$ cat config.mk
export PLATFORM = sky130hd
export DESIGN_NAME = keypad_password_entry
export DESIGN_NICKNAME = d
export VERILOG_FILES = /design/src/rtl/keypad_password_entry_pkg.sv /design/src/rtl/keypad_password_entry_timer.sv /design/src/rtl/keypad_password_entry.sv
export SDC_FILE = /design/constraint.sdc
export NUM_CORES = 1
export LEC_CHECK = 0
export CAP_MARGIN = 20
export CORE_MARGIN = 2
export CORE_UTILIZATION = 35
export DETAILED_ROUTE_END_ITERATION = 8
export GPL_TIMING_DRIVEN = 1
export PLACE_DENSITY_LB_ADDON = 0.15
export SLEW_MARGIN = 10
export SYNTH_ARGS = -nofsm -noshare
export SYNTH_HDL_FRONTEND = slang
export SYNTH_HIERARCHICAL = 1
export SYNTH_SLANG_ARGS = --single-unit
$ cat constraint.sdc
create_clock -name clk -period 3.2 [get_ports clk]
set_input_delay 0.64 -clock clk [delete_from_list [all_inputs] [get_ports clk]]
set_output_delay 0.64 -clock clk [all_outputs]
set_load 0.01 [all_outputs]
$ cat src/rtl/keypad_password_entry_pkg.sv
// Shared definitions for the keypad password entry block: FSM encoding and
// the special key codes, also used by controller-side benches.
package keypad_password_entry_pkg;

    typedef enum logic [1:0] {
        IDLE    = 2'd0,
        COLLECT = 2'd1,
        SEND    = 2'd2,
        DONE    = 2'd3
    } state_e;

    localparam logic [3:0] KEY_CLEAR  = 4'hA;
    localparam logic [3:0] KEY_ENTER  = 4'hB;
    localparam logic [2:0] MAX_DIGITS = 3'd4;

    function automatic logic is_digit(input logic [3:0] key);
        return key <= 4'd9;
    endfunction

endpackage

$ cat src/rtl/keypad_password_entry_timer.sv
// Inactivity timer: counts cycles while run is high and flags the last cycle
// of the idle window; restart or expiry brings it back to zero.
module entry_timeout_timer #(
    parameter int TIMEOUT_CYCLES = 1000
) (
    input  logic clk,
    input  logic rst_n,
    input  logic run,
    input  logic restart,
    output logic expired
);
    localparam int CW = (TIMEOUT_CYCLES > 1) ? $clog2(TIMEOUT_CYCLES) : 1;
    localparam logic [CW-1:0] LAST = CW'(TIMEOUT_CYCLES - 1);

    logic [CW-1:0] cnt_q, cnt_d;

    assign expired = run && (cnt_q == LAST);

    always_comb begin
        cnt_d = cnt_q;
        if (restart || expired) begin
            cnt_d = '0;
        end else if (run) begin
            cnt_d = cnt_q + 1'b1;
        end
    end

    always_ff @(posedge clk or negedge rst_n) begin
        if (!rst_n) begin
            cnt_q <= '0;
        end else begin
            cnt_q <= cnt_d;
        end
    end

endmodule

$ cat src/rtl/keypad_password_entry.sv
// Collects four BCD digits from a keypad and presents them for HOLD_CYCLES
// cycles on ENTER; handles CLEAR, rejected keys and inactivity timeout.
module keypad_password_entry
    import keypad_password_entry_pkg::*;
#(
    parameter int TIMEOUT_CYCLES = 1000,
    parameter int HOLD_CYCLES    = 4
) (
    input  logic        clk,
    input  logic        rst_n,
    input  logic        enable,
    input  logic        key_valid,
    input  logic [3:0]  key_code,
    output logic [15:0] password_input,
    output logic        pwd_valid,
    output logic [2:0]  digit_count,
    output logic        entry_error,
    output logic        timeout
);
    localparam int HW = (HOLD_CYCLES > 1) ? $clog2(HOLD_CYCLES) : 1;
    localparam logic [HW-1:0] HOLD_LAST = HW'(HOLD_CYCLES - 1);

    state_e        state_q, state_d;
    logic [15:0]   buf_q, buf_d;
    logic [2:0]    count_q, count_d;
    logic [HW-1:0] hold_q, hold_d;
    logic [15:0]   pwd_q, pwd_d;
    logic          pwd_valid_q, pwd_valid_d;
    logic          err_q, err_d;
    logic          tmo_q, tmo_d;
    logic          tmo_expired;

    // Any key, and any cycle spent outside COLLECT, restarts the idle window.
    entry_timeout_timer #(
        .TIMEOUT_CYCLES(TIMEOUT_CYCLES)
    ) u_timer (
        .clk    (clk),
        .rst_n  (rst_n),
        .run    (state_q == COLLECT),
        .restart(key_valid || (state_q != COLLECT)),
        .expired(tmo_expired)
    );

    always_comb begin
        state_d     = state_q;
        buf_d       = buf_q;
        count_d     = count_q;
        hold_d      = hold_q;
        pwd_d       = '0;
        pwd_valid_d = 1'b0;
        err_d       = 1'b0;
        tmo_d       = 1'b0;
        case (state_q)
            IDLE: begin
                if (enable) begin
                    state_d = COLLECT;
                    buf_d   = '0;
                    count_d = '0;
                end
            end
            COLLECT: begin
                if (!enable) begin
                    state_d = IDLE;
                    buf_d   = '0;
                    count_d = '0;
                end else if (key_valid) begin
                    if (is_digit(key_code)) begin
                        if (count_q < MAX_DIGITS) begin
                            buf_d   = {buf_q[11:0], key_code};
                            count_d = count_q + 3'd1;
                        end else begin
                            err_d = 1'b1;
                        end
                    end else if (key_code == KEY_CLEAR) begin
                        buf_d   = '0;
                        count_d = '0;
                    end else if (key_code == KEY_ENTER) begin
                        if (count_q == MAX_DIGITS) begin
                            state_d     = SEND;
                            hold_d      = '0;
                            pwd_d       = buf_q;
                            pwd_valid_d = 1'b1;
                        end else begin
                            err_d = 1'b1;
                        end
                    end else begin
                        err_d = 1'b1;
                    end
                end else if (tmo_expired) begin
                    buf_d   = '0;
                    count_d = '0;
                    tmo_d   = 1'b1;
                end
            end
            SEND: begin
                // Output registers are loaded one cycle ahead, so the last
                // hold count drops pwd_valid as the FSM enters DONE.
                if (hold_q == HOLD_LAST) begin
                    state_d = DONE;
                end else begin
                    hold_d      = hold_q + 1'b1;
                    pwd_d       = buf_q;
                    pwd_valid_d = 1'b1;
                end
            end
            DONE: begin
                buf_d   = '0;
                count_d = '0;
                hold_d  = '0;
                state_d = enable ? COLLECT : IDLE;
            end
            default: state_d = IDLE;
        endcase
    end

    always_ff @(posedge clk or negedge rst_n) begin
        if (!rst_n) begin
            state_q     <= IDLE;
            buf_q       <= '0;
            count_q     <= '0;
            hold_q      <= '0;
            pwd_q       <= '0;
            pwd_valid_q <= 1'b0;
            err_q       <= 1'b0;
            tmo_q       <= 1'b0;
        end else begin
            state_q     <= state_d;
            buf_q       <= buf_d;
            count_q     <= count_d;
            hold_q      <= hold_d;
            pwd_q       <= pwd_d;
            pwd_valid_q <= pwd_valid_d;
            err_q       <= err_d;
            tmo_q       <= tmo_d;
        end
    end

    assign password_input = pwd_q;
    assign pwd_valid      = pwd_valid_q;
    assign digit_count    = count_q;
    assign entry_error    = err_q;
    assign timeout        = tmo_q;

endmodule

==> impl_metrics.env, run 1 <==
export IMPL_wl_per_cell_um=13.7
export IMPL_grt_ovfl_total=0
export IMPL_hold_buffers=0
export IMPL_cap_violations=0
export IMPL_critPathLaunchType="flip-flop"
export IMPL_synth_top_area_cell="dfrtp_1"
export IMPL_finalSetupTns_ns=0
export IMPL_p_per_area_nw_per_um2=520
export IMPL_antenna_found_initial=0
export IMPL_fin_area_sq_um=2770
export IMPL_drcViolationCount=0
export IMPL_synth_area_top_cells="dfrtp_1, a22o_1, ha_1, and2_1, nand4_1"
export IMPL_critical_path_slowest_cell="dfrtp_1"
export IMPL_grt_pass1_wl_mm=7.45
export IMPL_critPathMaxFanout=17
export IMPL_syn_avg_cell_area_sq_um=12.0
export IMPL_critPathCaptureType="flip-flop"
export IMPL_slowest_delay_ns=0.44
export IMPL_numPortBuffers=29
export IMPL_gr_usage_all_layers=0.129
export IMPL_clock_path_buffers=2
export IMPL_ant_nets=0
export IMPL_synth_edf_count=0
export IMPL_status="finished clean"
export IMPL_min_period_ns=2.27
export IMPL_cts_tree="built"
export IMPL_synthCells=192
export IMPL_dieArea_sq_um=7260
export IMPL_cts_repair_resized=0
export IMPL_chipWidth_um=85.2
export IMPL_die_y_um=85.2
export IMPL_path_class="flip-flop to flip-flop"
export IMPL_critPathRequiredTime_ns=3.41
export IMPL_yosysUniqueCellTypes=44
export IMPL_max_slew_margin=0.619
export IMPL_tritoncts_num_buffers=5
export IMPL_synthTopCellsByCount="dfrtp_1, and2_1, a22o_1, nor2_1"
export IMPL_synth_most_common_cell="dfrtp_1"
export IMPL_place_hpwl_mm=2.96
export IMPL_vias=1535
export IMPL_max_freq_mhz=441
export IMPL_ys_seq_area_frac=0.564
export IMPL_postCtsSetupBuffers=0
export IMPL_dpl_instance_area_sq_um=2670
export IMPL_finalCritPeriodShare=0.708
export IMPL_max_slew_worst_pin_slew_ns=0.572
export IMPL_drt_total_wl_mm=4.16
export IMPL_synth_top_area_share=0.564
export IMPL_via_per_inst=5.05
export IMPL_worstPathArrival_ns=2.47
export IMPL_fin_skew_ns=0.00931
export IMPL_timing_hold_ws_ns=0.319
export IMPL_clkTransAtPathRegs_ns=0.10
export IMPL_first_pass_iters=4
export IMPL_setup_viol_count_final=0
export IMPL_antennaDiodeCount=0
export IMPL_clk_latency_ns=0.31
export IMPL_maxSlewViolCount=0
export IMPL_crit_chain="inv_1, ha_1, nand4_1, nor3_1, and4bb_1, nor3_4, nand2_2, a22o_1"
export IMPL_area_growth_syn_to_layout_pct=20.0
export IMPL_async_flop_share=1.00
export IMPL_synth_seq_cells=52
export IMPL_fillerInstances=584
export IMPL_cts_htree_levels=2
export IMPL_fin_util=0.436
export IMPL_core_sq_um=6350
export IMPL_synthFlopType="dfrtp_1"
export IMPL_hold_viol=0
export IMPL_rsz0062_at_grt="false"
export IMPL_crit_family="simple AND/OR/NAND/NOR gates"
export IMPL_hp_class="input pin to async pin"
export IMPL_initial_core_util=0.363
export IMPL_cp_buffers_inverters=1
export IMPL_grt_pass1_vias=1555
export IMPL_drive_gt1_frac=0.110
export IMPL_place_gp_congestion=0.787
export IMPL_vdd_ir_drop_max_mv=0.236
export IMPL_drt_initial_drc_count=89
export IMPL_clockRootBuffer="clkbuf_8"
export IMPL_pin_count=30
export IMPL_final_nets=243
export IMPL_synth_area_sq_um=2310
export IMPL_clock_sinks=52
export IMPL_ys_warnings_count=6
export IMPL_rows=29
export IMPL_grt_max_degree=28
export IMPL_leakagePower_uw=0.00122
export IMPL_syn_nets=209
-- final cells by class --
type,instances,area (sq um),share of cell area
Sequential cell,52,1300,0.470
Multi-Input combinational cell,127,938,0.339
Timing Repair Buffer,32,308,0.111
Tap cell,77,96.3,0.0348
Clock buffer,5,68.8,0.0249
Inverter,8,30.0,0.0108
Clock inverter,3,26.3,0.00949
-- layer usage --
| metal | vias up | global-route usage | share of wire |
|---|---|---|---|
| li1 | 759 | - | - |
| met1 | 741 | 0.181 | 0.49 |
| met2 | 25 | 0.195 | 0.46 |
| met3 | 10 | 0.0292 | 0.035 |
| met4 | 0 | 0.0491 | 0.019 |
| met5 | - | 0 | 0 |
-- flip-flops by register name, indices dropped and copies added, names as in the netlist, named ones only --
signal and count:
buf_q 16, digit_count 3, entry_error 1, hold_q 2, password_input 16, pwd_valid 1, state_q 1, timeout 1
u_timer/cnt_q 10
-- through the flow --
step	total power, uW	cells	setup WS (ns)
after floorplan	968	192	0.872
after global placement	1070	296	0.790
after detailed placement	1070	296	0.752
after CTS	1460	304	0.930
after global routing	1540	304	0.748
final	1440	304	0.934
-- worst reg2reg max path, cell delays in order, from the launching register on --
cell and delay (ns):
dfrtp_1 0.44, inv_1 0.12, ha_1 0.19, nand4_1 0.18, nor3_1 0.24, and4bb_1 0.27
nor3_4 0.18, nand2_2 0.25, a22o_1 0.30
-- logic make-up (layout without fill, tap and decap cells) --
family	Yosys count	in the layout	synth area share
XOR/XNOR	4	4	0.0152
AND/OR/NAND/NOR	69	69	0.185
buffers and inverters	13	48	0.0293
flip-flops	52	52	0.564
adder cells (fa/ha/maj)	9	9	0.0488
multiplexers	3	3	0.0136
AO/OA/AOI/OAI	42	42	0.144
-- worst paths after layout --
check                      slack (ns)  startpoint  depth (start not counted)            endpoint
min reg2reg                      0.50   buf_q[12]                          1  password_input[12]
max                              0.93   flip-flop                          8            buf_q[1]
max reg2reg                      0.93   flip-flop                          8            buf_q[1]
min in group clk                 0.50   buf_q[12]                          1  password_input[12]
min                              0.32       rst_n                          1   password_input[6]
max in group asynchronous        2.13       rst_n                          2            buf_q[5]
-- cell usage in the layout, fill, tap and decap left out, types with 2 or more instances in the layout --
cell type and n:
clkbuf_8 5, and2_1 16, nor2_1 12, nand4_1 8, a22o_2 3, a31oi_1 2
mux2i_1 2, dfrtp_1 52, ha_1 9, clkinvlp_4 2, o31ai_1 2, inv_1 8
or3_1 4, a22o_1 14, nor2b_1 2, nand2_1 8, xor2_1 3, o21ai_0 5
buf_4 3, a21oi_1 9, nor3_1 5, clkdlybuf4s50_1 28
-- report_power, final --
group / switching, uW / total, uW / leakage [uW] / internal, uW
Combinational: 197 / 329 / 0.000460 / 132
Sequential: 35.2 / 721 / 0.000721 / 686
Clock: 231 / 391 / 0.0000423 / 159
Total: 463 / 1440 / 0.00122 / 977
No activity file was read; power rests on OpenSTA's default activity.
==> inputs of run 2 (changes only) <==
clock period = 2.4 ns   (was 3.2 ns; I/O delays follow)
==> impl_metrics.env, run 2 (same netlist as run 1, synthesis figures left out) <==
export IMPL_cts_tree="built"
export IMPL_hold_buffers=0
export IMPL_place_hpwl_mm=3.01
export IMPL_hp_class="input pin to async pin"
export IMPL_finalSetupTns_ns=0
export IMPL_drive_gt1_frac=0.110
export IMPL_ant_nets=0
export IMPL_dieArea_sq_um=7260
export IMPL_fin_util=0.437
export IMPL_fin_ws_ns=0.290
export IMPL_via_per_inst=5.11
export IMPL_fin_skew_ns=0.00743
export IMPL_cts_htree_levels=2
export IMPL_clock_path_buffers=2
export IMPL_first_pass_iters=4
export IMPL_critPathRequiredTime_ns=2.60
export IMPL_max_freq_mhz=474
export IMPL_post_place_ws_ns=0.137
export IMPL_core_sq_um=6350
export IMPL_rsz0062_at_grt="false"
export IMPL_maxSlewViolCount=0
export IMPL_layout_commonest_cell="dfrtp_1"
export IMPL_clock_sinks=52
export IMPL_drt_initial_drc_count=65
export IMPL_cap_violations=0
export IMPL_leakagePower_uw=0.00123
export IMPL_p_per_area_nw_per_um2=689
export IMPL_grt_pass1_vias=1487
export IMPL_die_y_um=85.2
export IMPL_vdd_ir_drop_max_mv=0.362
export IMPL_worstPathArrival_ns=2.31
export IMPL_numPortBuffers=29
export IMPL_setup_viol_count_final=0
export IMPL_chipWidth_um=85.2
export IMPL_place_gp_congestion=0.772
export IMPL_rows=29
export IMPL_drt_total_wl_mm=4.34
export IMPL_final_cell_mix="dfrtp_1, clkdlybuf4s50_1, and2_1"
export IMPL_drcViolationCount=0
export IMPL_pin_count=30
export IMPL_gr_usage_all_layers=0.134
export IMPL_wl_per_cell_um=14.2
export IMPL_critPathMaxFanout=17
export IMPL_area_growth_syn_to_layout_pct=20.3
export IMPL_clk_latency_ns=0.30
export IMPL_tritoncts_num_buffers=5
export IMPL_clockRootBuffer="clkbuf_8"
export IMPL_initial_core_util=0.363
export IMPL_final_nets=244
export IMPL_critPathCaptureType="flip-flop"
export IMPL_clkTransAtPathRegs_ns=0.10
export IMPL_critPathLaunchType="flip-flop"
export IMPL_hold_viol=0
export IMPL_min_period_ns=2.11
export IMPL_finalCritPeriodShare=0.879
export IMPL_antenna_found_initial=0
export IMPL_max_slew_margin=0.688
export IMPL_path_class="flip-flop to flip-flop"
export IMPL_postCtsSetupBuffers=0
export IMPL_grt_max_degree=20
export IMPL_grt_ovfl_total=0
export IMPL_grt_pass1_wl_mm=7.56
export IMPL_max_slew_worst_pin_slew_ns=0.468
export IMPL_antennaDiodeCount=0
export IMPL_vias=1559
export IMPL_status="finished clean"
[run 2: cell types whose count changed in the layout (fill, tap and decap cells not counted), sizes merged]
cell / delta
clkinv: +1
inv: -1
buf: +1
clkbuf: +1
clkinvlp: -1
[run 2: worst paths after layout]
path                            from           endpoint  depth (start not counted)  slack [ns]
min reg2reg                buf_q[14]          buf_q[14]                          1        0.50
max reg2reg                flip-flop           buf_q[2]                          8        0.29
max in group asynchronous      rst_n           buf_q[7]                          2        1.71
min in group clk           buf_q[14]          buf_q[14]                          1        0.50
min                            rst_n  password_input[7]                          1        0.10
max                        flip-flop           buf_q[2]                          8        0.29
[run 2: what timing repair did]
| item | CTS | global route |
|---|---|---|
| gates resized for setup | 0 | 1 |
| hold endpoints to repair | 0 | 0 |
| endpoints found under the setup margin | 0 | 17 |
[run 2: power by group]
| part | switching (uW) | internal, uW |
|---|---|---|
| Sequential | 46.6 | 915 |
| Combinational | 270 | 181 |
| Clock | 293 | 208 |
| Total | 610 | 1300 |
[run 2: critical path: stages, from the launching register on]
cell	delay, ns
dfrtp_1	0.44
inv_1	0.12
ha_1	0.17
nand4_1	0.17
nor3_1	0.22
and4bb_1	0.27
nor3_4	0.20
nand2_4	0.17
a22o_1	0.27
[run 2: routing by layer]
metal | part of all wire | track usage | up-vias
met4 | 0.020 | 0.0519 | 0
li1 | - | - | 757
met2 | 0.46 | 0.197 | 35
met3 | 0.037 | 0.0331 | 7
met1 | 0.48 | 0.189 | 760
met5 | 0 | 0 | -
[run 2: layout make-up]
cell class / instances / area, sq um
Sequential cell: 52 / 1300
Inverter: 8 / 30.0
Tap cell: 77 / 96.3
Clock inverter: 2 / 16.3
Multi-Input combinational cell: 127 / 943
Clock buffer: 6 / 72.6
Fill cell: 590 / 3570
Timing Repair Buffer: 33 / 315
[run 2: through the flow]
step	instance area (sq um)	cells	total power (uW)	hold slack, ns
finish	2780	305	1910	0.104
global route	2780	305	2040	0.122
CTS	2770	305	1940	0.109
detailed placement	2680	297	1420	0.452
global placement	2680	297	1430	0.454
floorplan	2310	192	1290	0.184
==> inputs of run 3 (changes only) <==
clock period = 1.8 ns   (was 2.4 ns; I/O delays follow)
==> impl_metrics.env, run 3 (same netlist as run 1, synthesis figures left out) <==
export IMPL_cts_tree="built"
export IMPL_chipWidth_um=85.2
export IMPL_critical_path_slowest_cell="dfrtp_1"
export IMPL_critPathRequiredTime_ns=2.01
export IMPL_post_place_ws_ns=-0.236
export IMPL_grt_max_degree=20
export IMPL_layout_commonest_cell="dfrtp_1"
export IMPL_final_cell_mix="dfrtp_1, buf_4, clkdlybuf4s50_1"
export IMPL_clk_latency_ns=0.31
export IMPL_setup_viol_count_final=17
export IMPL_clock_path_buffers=2
export IMPL_rows=29
export IMPL_max_slew_worst_pin_slew_ns=0.490
export IMPL_place_hpwl_mm=3.49
export IMPL_max_freq_mhz=534
export IMPL_antenna_found_initial=0
export IMPL_min_period_ns=1.87
export IMPL_violations="setup timing"
export IMPL_fin_skew_ns=0.00312
export IMPL_hp_class="input pin to async pin"
export IMPL_dieArea_sq_um=7260
export IMPL_timing_hold_ws_ns=0.00145
export IMPL_worstPathArrival_ns=2.08
export IMPL_finalCritPeriodShare=1.04
export IMPL_clock_sinks=52
export IMPL_core_sq_um=6350
export IMPL_leakagePower_uw=0.00149
export IMPL_critPathLaunchType="flip-flop"
export IMPL_drt_total_wl_mm=4.89
export IMPL_crit_chain="ha_4, nand4bb_4, nor3_2, and4bb_1, nor3_4, buf_6, nand2_4, a22o_1"
export IMPL_cp_buffers_inverters=1
export IMPL_pin_count=30
export IMPL_status="finished, violations left"
export IMPL_grt_pass1_vias=1728
export IMPL_die_y_um=85.2
export IMPL_numPortBuffers=29
export IMPL_hold_viol=0
export IMPL_initial_core_util=0.363
export IMPL_via_per_inst=4.95
export IMPL_first_pass_iters=4
export IMPL_place_gp_congestion=0.770
export IMPL_final_nets=291
export IMPL_max_slew_margin=0.673
export IMPL_maxSlewViolCount=0
export IMPL_path_class="flip-flop to flip-flop"
export IMPL_fin_ws_ns=-0.0719
export IMPL_wl_per_cell_um=13.9
export IMPL_critPathMaxFanout=5
export IMPL_clockRootBuffer="clkbuf_8"
export IMPL_critPathCaptureType="flip-flop"
export IMPL_drcViolationCount=0
export IMPL_ant_nets=0
export IMPL_clkTransAtPathRegs_ns=0.10
export IMPL_r2r_setup_slack_ns=-0.07
export IMPL_tritoncts_num_buffers=5
export IMPL_drt_initial_drc_count=67
export IMPL_fin_util=0.515
export IMPL_rsz0062_at_grt="true"
export IMPL_crit_family="simple AND/OR/NAND/NOR gates"
export IMPL_slowest_delay_ns=0.40
export IMPL_antennaDiodeCount=0
export IMPL_gr_usage_all_layers=0.146
export IMPL_vias=1743
export IMPL_drive_gt1_frac=0.298
export IMPL_area_growth_syn_to_layout_pct=41.7
export IMPL_grt_pass1_wl_mm=8.42
export IMPL_cts_htree_levels=2
export IMPL_cap_violations=0
export IMPL_vdd_ir_drop_max_mv=0.540
export IMPL_fillerInstances=547
export IMPL_grt_ovfl_total=0
export IMPL_p_per_area_nw_per_um2=913
==> run 3: layout make-up <==
cell class | instances | area [sq um] | share of cell area
flip-flops and latches | 52 | 1300 | 0.398
multi-input cells | 129 | 1020 | 0.313
repair buffers | 78 | 702 | 0.215
well taps | 77 | 96.3 | 0.0295
clock buffers | 5 | 68.8 | 0.0210
clock inverters | 3 | 46.3 | 0.0142
inverters | 8 | 30.0 | 0.00918
==> run 3: metrics by stage <==
stage,cell area [sq um],setup TNS [ns],power [uW],instances
3_5_place_dp,3040,-5.11,2070,337
4_1_cts,3200,-1.63,2950,346
5_1_grt,3270,-2.83,3170,352
2_1_floorplan,2330,-4.13,1760,192
6_report,3270,-0.868,2990,352
3_3_place_gp,3040,-4.48,2060,337
==> run 3: per-layer routing <==
| layer | vias up | part of all wire | track usage |
|---|---|---|---|
| met1 | 848 | 0.49 | 0.200 |
| met5 | - | 0 | 0 |
| met2 | 28 | 0.47 | 0.231 |
| met4 | 0 | 0.015 | 0.0519 |
| met3 | 7 | 0.030 | 0.0272 |
| li1 | 860 | - | - |
==> run 3: path summary, 6_finish.rpt <==
check                      depth (start not counted)                  to             start
hold / removal                                     1   password_input[8]             rst_n
setup / recovery                                   8            buf_q[2]  u_timer/cnt_q[0]
setup reg to reg                                   8            buf_q[2]  u_timer/cnt_q[0]
max in group asynchronous                          2  password_input[15]             rst_n
min in group clk                                   1  password_input[12]         buf_q[12]
hold reg to reg                                    1  password_input[12]         buf_q[12]
==> run 3: report_power, final <==
part | leakage [uW] | internal, uW | switching [uW]
clock | 0.0000600 | 422 | 405
sequential | 0.000719 | 1220 | 47.1
combinational | 0.000713 | 437 | 455
total | 0.00149 | 2080 | 907
==> run 3: worst reg2reg max path: stages (launching register included) <==
cell       delay, ns
dfrtp_1         0.40
ha_4            0.17
nand4bb_4       0.12
nor3_2          0.21
and4bb_1        0.23
nor3_4          0.18
buf_6           0.15
nand2_4         0.07
a22o_1          0.25
==> run 3: repair_timing <==
item,4_1_cts,5_1_grt
buffers inserted,1,4
hold buffers,0,0
pin swaps,5,3
gates resized for setup,8,6
endpoints found under the setup margin,19,22
cloned,0,2
